==> config.mk <==
export PLATFORM = sky130hd
export DESIGN_NAME = add_sub_normalize_round_flat
export DESIGN_NICKNAME = d
export VERILOG_FILES = /design/src/rtl/add_sub_normalize_round_if.sv /design/src/rtl/add_sub_normalize_round.sv /design/src/flat_wrapper.sv
export SDC_FILE = /design/constraint.sdc
export NUM_CORES = 1
export LEC_CHECK = 0
export BUFFER_PORTS_ARGS = -buffer_cell sky130_fd_sc_hd__buf_2
export CAP_MARGIN = 20
export CELL_PAD_IN_SITES_DETAIL_PLACEMENT = 1
export CELL_PAD_IN_SITES_GLOBAL_PLACEMENT = 1
export CORE_ASPECT_RATIO = 2
export CORE_UTILIZATION = 40
export CTS_BUF_LIST = sky130_fd_sc_hd__clkbuf_4 sky130_fd_sc_hd__clkbuf_8
export CTS_CLUSTER_SIZE = 24
export DETAILED_ROUTE_END_ITERATION = 10
export PLACE_DENSITY_LB_ADDON = 0.2
export SLEW_MARGIN = 25
export SYNTH_ARGS = -nofsm -noshare
export SYNTH_HDL_FRONTEND = slang
export SYNTH_SLANG_ARGS = --single-unit
==> constraint.sdc <==
create_clock -name clk -period 5.9 [get_ports clk]
set_input_delay 1.18 -clock clk [delete_from_list [all_inputs] [get_ports clk]]
set_output_delay 1.18 -clock clk [all_outputs]
set_load 0.05 [all_outputs]
==> src/rtl/add_sub_normalize_round_if.sv <==
// add_sub_normalize_round_if
// Bundles the upstream adder-result handshake and the downstream packed-result
// handshake of the normalize/round stage.
//   in_valid / in_ready       : upstream handshake
//   sum, carry                : adder magnitude and carry-out
//   exponent_base             : larger-operand exponent from alignment
//   result_sign               : sign of the result
//   out_valid / out_ready     : downstream handshake
//   result                    : packed {sign, exponent, fraction}
//   overflow, underflow, zero : status flags, qualified by out_valid
// master = upstream/downstream environment, slave = the normalize/round block.
`timescale 1ns/1ps
interface add_sub_normalize_round_if #(
    parameter int ExponentSize = 8,
    parameter int FractionSize = 23,
    parameter int RoundingSize = FractionSize + 4
);
    logic                                 in_valid;
    logic                                 in_ready;
    logic [RoundingSize-1:0]              sum;
    logic                                 carry;
    logic [ExponentSize-1:0]              exponent_base;
    logic                                 result_sign;
    logic                                 out_valid;
    logic                                 out_ready;
    logic [ExponentSize+FractionSize:0]   result;
    logic                                 overflow;
    logic                                 underflow;
    logic                                 zero;

    modport master (
        output in_valid, sum, carry, exponent_base, result_sign, out_ready,
        input  in_ready, out_valid, result, overflow, underflow, zero
    );

    modport slave (
        input  in_valid, sum, carry, exponent_base, result_sign, out_ready,
        output in_ready, out_valid, result, overflow, underflow, zero
    );
endinterface

==> src/rtl/add_sub_normalize_round.sv <==
// add_sub_normalize_round
// Two-stage pipeline after a floating-point add/sub magnitude adder.
// Stage A normalizes the raw adder output (carry-out shift or leading-zero
// shift), stage B rounds to nearest-even and packs the IEEE-754 word.
// Ports:
//   clk   : rising-edge clock
//   rst_n : asynchronous active-low reset, clears valids, result and flags
//   bus   : add_sub_normalize_round_if.slave (handshakes, operands, result)
`timescale 1ns/1ps
module add_sub_normalize_round #(
    parameter int ExponentSize = 8,
    parameter int FractionSize = 23,
    parameter int RoundingSize = FractionSize + 4
) (
    input logic clk,
    input logic rst_n,
    add_sub_normalize_round_if.slave bus
);
    localparam int ExpWidth    = ExponentSize + 1;
    localparam int SigWidth    = FractionSize + 1;
    localparam int LzcWidth    = $clog2(RoundingSize + 1);
    localparam int ResultWidth = ExponentSize + FractionSize + 1;
    localparam logic [ExpWidth-1:0] ExpAllOnes = {1'b0, {ExponentSize{1'b1}}};

    logic                     adv_a;
    logic                     adv_b;

    logic                     a_valid;
    logic                     a_sign;
    logic                     a_zero;
    logic                     a_under;
    logic [RoundingSize-1:0]  a_norm;
    logic [ExpWidth-1:0]      a_exp;

    logic                     b_valid;
    logic [ResultWidth-1:0]   b_result;
    logic                     b_over;
    logic                     b_under;
    logic                     b_zero;

    // A stage may move whenever its successor can take its content.
    assign adv_b         = !b_valid || bus.out_ready;
    assign adv_a         = !a_valid || adv_b;
    assign bus.in_ready  = adv_a;
    assign bus.out_valid = b_valid;
    assign bus.result    = b_result;
    assign bus.overflow  = b_over;
    assign bus.underflow = b_under;
    assign bus.zero      = b_zero;

    // Leading-zero count of the raw sum, scanning from the MSB down.
    logic [LzcWidth-1:0] lzc;
    logic                lz_found;
    always_comb begin
        lzc      = '0;
        lz_found = 1'b0;
        for (int i = RoundingSize - 1; i >= 0; i--) begin
            if (!lz_found) begin
                if (bus.sum[i]) begin
                    lz_found = 1'b1;
                end else begin
                    lzc = lzc + LzcWidth'(1);
                end
            end
        end
    end

    // Normalization: a carry-out shifts right by one, folding the two lowest
    // bits into the sticky position; otherwise shift left by the LZC.
    // The exponent is one bit wider so neither direction can wrap.
    logic [RoundingSize-1:0] norm;
    logic [ExpWidth-1:0]     norm_exp;
    logic [ExpWidth-1:0]     base_wide;
    logic                    in_zero;
    logic                    in_under;
    always_comb begin
        base_wide = {1'b0, bus.exponent_base};
        in_zero   = !bus.carry && (bus.sum == '0);
        if (bus.carry) begin
            norm     = {1'b1, bus.sum[RoundingSize-1:2], bus.sum[1] | bus.sum[0]};
            norm_exp = base_wide + ExpWidth'(1);
            in_under = 1'b0;
        end else begin
            norm     = bus.sum << lzc;
            norm_exp = base_wide - ExpWidth'(lzc);
            in_under = !in_zero && (base_wide <= ExpWidth'(lzc));
        end
    end

    always_ff @(posedge clk or negedge rst_n) begin
        if (!rst_n) begin
            a_valid <= 1'b0;
            a_sign  <= 1'b0;
            a_zero  <= 1'b0;
            a_under <= 1'b0;
            a_norm  <= '0;
            a_exp   <= '0;
        end else if (adv_a) begin
            a_valid <= bus.in_valid;
            if (bus.in_valid) begin
                a_sign  <= bus.result_sign;
                a_zero  <= in_zero;
                a_under <= in_under;
                a_norm  <= norm;
                a_exp   <= norm_exp;
            end
        end
    end

    // Round to nearest even on the 24-bit significand; a carry out of the
    // significand leaves the stored fraction at zero and bumps the exponent.
    // Zero takes priority over underflow, which takes priority over overflow,
    // so only one flag is ever raised.
    logic                    round_up;
    logic [SigWidth:0]       rounded;
    logic [ExpWidth-1:0]     final_exp;
    logic [ResultWidth-1:0]  next_result;
    logic                    next_over;
    logic                    next_under;
    logic                    next_zero;
    always_comb begin
        round_up    = a_norm[2] & (a_norm[1] | a_norm[0] | a_norm[3]);
        rounded     = {1'b0, a_norm[RoundingSize-1:3]} + (SigWidth + 1)'(round_up);
        final_exp   = a_exp + ExpWidth'(rounded[SigWidth]);
        next_result = {a_sign, final_exp[ExponentSize-1:0], rounded[FractionSize-1:0]};
        next_over   = 1'b0;
        next_under  = 1'b0;
        next_zero   = 1'b0;
        if (a_zero) begin
            next_result = '0;
            next_zero   = 1'b1;
        end else if (a_under) begin
            next_result = {a_sign, {(ResultWidth - 1){1'b0}}};
            next_under  = 1'b1;
        end else if (final_exp >= ExpAllOnes) begin
            next_result = {a_sign, {ExponentSize{1'b1}}, {FractionSize{1'b0}}};
            next_over   = 1'b1;
        end
    end

    always_ff @(posedge clk or negedge rst_n) begin
        if (!rst_n) begin
            b_valid  <= 1'b0;
            b_result <= '0;
            b_over   <= 1'b0;
            b_under  <= 1'b0;
            b_zero   <= 1'b0;
        end else if (adv_b) begin
            b_valid <= a_valid;
            if (a_valid) begin
                b_result <= next_result;
                b_over   <= next_over;
                b_under  <= next_under;
                b_zero   <= next_zero;
            end
        end
    end
endmodule

==> src/flat_wrapper.sv <==
// flat-port wrapper written by rule: the top's interface ports become plain ports
module add_sub_normalize_round_flat 
#(
    parameter int ExponentSize = 8,
    parameter int FractionSize = 23,
    parameter int RoundingSize = FractionSize + 4
)
  (clk, rst_n, bus_in_valid, bus_sum, bus_carry, bus_exponent_base, bus_result_sign, bus_out_ready, bus_in_ready, bus_out_valid, bus_result, bus_overflow, bus_underflow, bus_zero);
  add_sub_normalize_round_if #(.ExponentSize(ExponentSize), .FractionSize(FractionSize), .RoundingSize(RoundingSize)) bus_i ();
  input logic clk;
  input logic rst_n;
  input wire logic [$bits(bus_i.in_valid)-1:0] bus_in_valid;
  input wire logic [$bits(bus_i.sum)-1:0] bus_sum;
  input wire logic [$bits(bus_i.carry)-1:0] bus_carry;
  input wire logic [$bits(bus_i.exponent_base)-1:0] bus_exponent_base;
  input wire logic [$bits(bus_i.result_sign)-1:0] bus_result_sign;
  input wire logic [$bits(bus_i.out_ready)-1:0] bus_out_ready;
  output wire logic [$bits(bus_i.in_ready)-1:0] bus_in_ready;
  output wire logic [$bits(bus_i.out_valid)-1:0] bus_out_valid;
  output wire logic [$bits(bus_i.result)-1:0] bus_result;
  output wire logic [$bits(bus_i.overflow)-1:0] bus_overflow;
  output wire logic [$bits(bus_i.underflow)-1:0] bus_underflow;
  output wire logic [$bits(bus_i.zero)-1:0] bus_zero;
  assign bus_i.in_valid = bus_in_valid;
  assign bus_i.sum = bus_sum;
  assign bus_i.carry = bus_carry;
  assign bus_i.exponent_base = bus_exponent_base;
  assign bus_i.result_sign = bus_result_sign;
  assign bus_i.out_ready = bus_out_ready;
  assign bus_in_ready = bus_i.in_ready;
  assign bus_out_valid = bus_i.out_valid;
  assign bus_result = bus_i.result;
  assign bus_overflow = bus_i.overflow;
  assign bus_underflow = bus_i.underflow;
  assign bus_zero = bus_i.zero;
  add_sub_normalize_round #(.ExponentSize(ExponentSize), .FractionSize(FractionSize), .RoundingSize(RoundingSize)) u_core (.clk(clk), .rst_n(rst_n), .bus(bus_i));
endmodule
==> results.md <==
- The flow ran to the end, but the final reports show violations.
- The checks that failed: negative setup slack.
- The minimum clock period after layout is 13,410 ps.
- The area of placed instances is about 11,000 sq um.
- The capture point of the worst reg-to-reg path is u_core.bus.result[6].
- The number of pins exceeding their max-slew limit in the final report is 0.
- In this run, the clock network consumes between 10% and 20% of the power.
- Counting stages on the worst path, the most repeated cell is sky130_fd_sc_hd__mux2i_1.
- Global routing finished with a remaining overflow of 0.
- The launching element type of the critical path is an input port.
- The first-pass iteration count of the detailed router is 6.
- The floorplan step defined a die boundary enclosing 21,290 sq um.
- In this run the critical register-to-register path is launched from u_core.a_norm[2].
- The number of I/O port buffers is just under 80.
- The number of sinks handled by clock tree synthesis is 76.
- The final count of negative-setup-slack endpoints is 36.
- The endpoint of the worst hold path is u_core.bus.result[31].
- The launch point of the worst hold path is u_core.bus.result[31].
- The share of the Yosys chip area taken by registers is 22.99%.
- The cell area that synthesis handed to floorplanning was between 8000 and 9000 sq um.
- The region available for standard cell placement spans a little over 20,000 sq um.
- The number of cells on the worst reg-to-reg path is 18.
- In the routed layout, each cell is associated on average with a via count of between 6 and 7.
- The maximum number of pins on one net before global-route repair is between 70 and 80.
- The detailed router placed about 11,000 vias in this run.
- The count of inserted antenna diode cells is 0.
- The post-synthesis to final-layout area growth is 54.76%.
- After detailed routing, the number of remaining DRC violations is 0.
- TritonCTS built the clock tree.
- In this run the horizontal extent of the chip is 103.7 um.
- The tightest min-delay check is of the reg -> reg type.
- The number of clock buffers added by TritonCTS is 9.
- The worst ir drop on vdd is between 0.00015 and 0.0002 V.
- The sequential fraction of design power is a little under a third.
- The post-synthesis instance total is 1,100.
- The kind of cell with the highest combined delay on the critical path is adder cells.
- Once layout is complete, the utilization of the core stands at a little over three fifths.
- The synthesized area per cell is 7.520 sq um.
- The starting density of the core is about two fifths.
- Setup repair after global routing could not meet its margin everywhere.
- The library cell used most frequently in the layout, excluding fill and tap cells, is sky130_fd_sc_hd__buf_4.
- In this run the vertical extent of the chip is a little over 200 um.
- Counting flops with a built-in enable in the synthesized netlist gives 0.
- The part of the cycle the worst path needs is 227.3%.
- After the last flow step, the layout net total stands at about 1,500.
- In the synthesized netlist the dominant register cell turns out to be sky130_fd_sc_hd__dfrtp_1.
- The placer congestion estimate is approximately 0.94.
- The flop and latch count out of synthesis is 76.
- The clock latency of the later-clocked register in the worst-skew pair is 370 ps.
- For this run, the top clock speed supported by timing is approximately 0.075 GHz.
- The clock passes through at most 2 buffers.
- The reported leakage power is 5.744 nW.
- The number of flip-flops under the largest register name is 32.
- STA classifies the critical path endpoint as a flop.
- Measured against its own limit, the worst slew margin works out to a little under two fifths.
- The number of H-tree levels is 3.
- The routed length per instance is approximately 24 um.
- Max-cap violations in this run came to 0.
- Setup slack on the critical path of the routed design comes to -7512 ps.
- The number of global-route vias before repair is roughly 11,000.
- The register-to-register setup slack is about 1200 ps.
- For this run, the total global-route usage over all layers was measured as approximately a third.
- The power density over the cells is 173.7 nW/um^2.
- The cell depth of the worst min-delay path is 2.
- The share of async-settable or async-resettable flops after synthesis is between 90% and 100%.
- Of the total power, the share spent switching nets is about 43%.
- In the layout the commonest cells are sky130_fd_sc_hd__buf_4 (319), sky130_fd_sc_hd__nand2_1 (144), sky130_fd_sc_hd__nor2_1 (86).
- In this run the core area contains 74 standard-cell rows.
- The slowest stage of the critical path is the sky130_fd_sc_hd__ha_1 cell.
- The CTS root buffer is sky130_fd_sc_hd__clkbuf_8.
- Clock skew on the completed layout was measured at around 8.5 ps.
- 78 I/O pins were placed.
- The half-perimeter wire length after placement is ~28,000 um.
- For the worst setup path, the data required time is roughly 6200 ps.
- The actual transition at the worst max-transition pin is 933.7 ps.
- Of the total power, combinational logic draws 50.8%.
- The number of nets handed over by synthesis was approximately 1,200.
- The clock transition time at the flip-flop clock pins of the worst setup and hold paths is 70 ps.
- The quantity of hold-fixing buffers added after cts is 0.
- For this run, the slowest stage of the critical path takes roughly 370 ps.
- The number of buffers and inverters on the critical path is 14.
- The final wirelength is roughly 43,000 um.
- The critical path class is in -> reg.
- The fraction of layout instances using a drive strength above 1 is between 40% and 50%.
- The filler cell count in the final layout is between 2,000 and 3,000.
- Yosys mapped the design onto 86 distinct sky130hd cell types.
- Along the worst path, the maximum fanout reaches 5.
- The first global-routing pass estimated ~56,000 um of wire.
- The endpoint arrival time on the critical path is 13,660 ps.
- The remaining antenna violation count after routing is 0.
- The summed area of non-filler cells in the final layout is around 13,000 sq um.
- The number of antenna violations at the first check in global routing was 0.
- The first routing iteration left slightly below 600 violations.
- The total of warnings raised by yosys is 0.
- The final hold violation count came to 0.
- The internal portion of the total power is roughly 0.0013 W.
- At the placement stage, the worst setup path has a slack of -7550 ps.
- In this run the power spent charging and discharging nets is between 0.0009 and 0.001 W.
[how the worst max path moves through the flow]
stage / startpoint / to / slack, ps / cells past startpoint
global route: bus_sum[26] / u_core.a_norm[26] / -8010 / 78
finish: bus_sum[26] / u_core.a_norm[26] / -7510 / 79
floorplan: bus_sum[26] / u_core.a_exp[7] / -6670 / 76
CTS: bus_sum[26] / u_core.a_exp[5] / -6910 / 73
detailed placement: bus_sum[25] / u_core.a_norm[23] / -7550 / 73
global placement: bus_sum[25] / u_core.a_exp[5] / -6760 / 75
[cells in the mapped netlist (4+ instances only)]
master	count	share of area [%]
sky130_fd_sc_hd__a2111oi_0	4	0.42
sky130_fd_sc_hd__a211oi_1	15	1.4
sky130_fd_sc_hd__a21o_1	14	1.3
sky130_fd_sc_hd__a21oi_1	69	4.2
sky130_fd_sc_hd__a221oi_1	4	0.42
sky130_fd_sc_hd__a221oi_2	8	1.5
sky130_fd_sc_hd__a222oi_1	4	0.48
sky130_fd_sc_hd__a22oi_1	7	0.64
sky130_fd_sc_hd__and2_1	9	0.68
sky130_fd_sc_hd__and3_1	18	1.4
sky130_fd_sc_hd__buf_1	9	0.41
sky130_fd_sc_hd__buf_2	6	0.36
sky130_fd_sc_hd__clkbuf_1	51	2.3
sky130_fd_sc_hd__dfrtp_1	76	23
sky130_fd_sc_hd__ha_1	32	4.8
sky130_fd_sc_hd__inv_1	36	1.6
sky130_fd_sc_hd__mux2_2	6	0.82
sky130_fd_sc_hd__mux2i_1	39	4.7
sky130_fd_sc_hd__nand2_1	158	7.2
sky130_fd_sc_hd__nand2b_1	24	1.8
sky130_fd_sc_hd__nand3_1	34	2.1
sky130_fd_sc_hd__nand3b_1	4	0.36
sky130_fd_sc_hd__nand4_1	7	0.53
sky130_fd_sc_hd__nor2_1	102	4.6
sky130_fd_sc_hd__nor2b_1	26	2.0
sky130_fd_sc_hd__nor3_1	22	1.3
sky130_fd_sc_hd__nor3b_1	6	0.54
sky130_fd_sc_hd__nor4_1	4	0.30
sky130_fd_sc_hd__o211ai_1	13	1.2
sky130_fd_sc_hd__o21a_1	5	0.45
sky130_fd_sc_hd__o21ai_0	101	6.1
sky130_fd_sc_hd__o221ai_1	7	0.74
sky130_fd_sc_hd__o22ai_1	10	0.76
sky130_fd_sc_hd__or2_2	9	0.68
sky130_fd_sc_hd__or3_1	7	0.53
sky130_fd_sc_hd__or4_1	4	0.36
sky130_fd_sc_hd__xnor2_1	47	5.0
sky130_fd_sc_hd__xor2_1	26	2.8
sky130_fd_sc_hd__xor2_2	5	0.98
[cell type report]
cell class	count	area, sq um	area share, %
Clock buffer	11	151.4	1.183
Clock inverter	5	50.05	0.3910
Inverter	36	140.1	1.095
Multi-Input combinational cell	919	7009	54.76
Sequential cell	76	1902	14.86
Tap cell	266	332.8	2.600
Timing Repair Buffer	425	3216	25.12
[cell families (layout without fill, tap and decap cells)]
family,count (synthesis),count (layout),synth area share (%)
AND/OR/NAND/NOR,456,456,26.97
AO/OA/AOI/OAI,299,299,23.81
buffers and inverters,105,477,5.128
XOR/XNOR,83,83,10.12
flip-flops,76,76,22.99
multiplexers,45,45,5.536
adder cells (fa/ha/maj),36,36,5.445
[what timing repair did]
item,4_1_cts,5_1_grt
pin swaps,67,78
cloned,1,1
setup endpoints to repair,36,36
gates resized for setup,91,133
setup buffers,38,37
hold endpoints to repair,0,0
[routing by layer]
| metal | wire length, um | vias up | GRT usage (%) |
|---|---|---|---|
| met3 | 2237 | 309 | 3.516 |
| met1 | 13150 | 5134 | 28.18 |
| met2 | 22220 | 551 | 67.86 |
| met4 | 4956 | 0 | 33.32 |
| met5 | 0 | - | 0 |
| li1 | - | 4647 | - |
[power by group through the flow]
stage | logic [W] | clock network [W] | registers, W
after detailed placement | 0.000926 | 0 | 0.000696
final | 0.00113 | 0.000403 | 0.000691
after floorplan | 0.000394 | 0 | 0.000878
after global routing | 0.00119 | 0.000426 | 0.000703
after CTS | 0.000985 | 0.000405 | 0.000686
after global placement | 0.000899 | 0 | 0.000688
[worst min-delay path: cells and delay by family (launching register included)]
kind | cells | cell delay [ps]
simple gates | 1 | 40
compound gates | 1 | 60
flops | 1 | 340
[through the flow]
step / hold WS, ps / setup TNS (ps) / cells / power (W)
floorplan: 446.7 / -224240 / 1100 / 0.001272
global placement: 457.3 / -235490 / 1658 / 0.001587
detailed placement: 465.0 / -261610 / 1658 / 0.001622
CTS: 481.2 / -242220 / 1706 / 0.002075
global route: 496.2 / -277780 / 1738 / 0.002315
finish: 474.0 / -260520 / 1738 / 0.002224
Power figures use the tool's default switching activity.
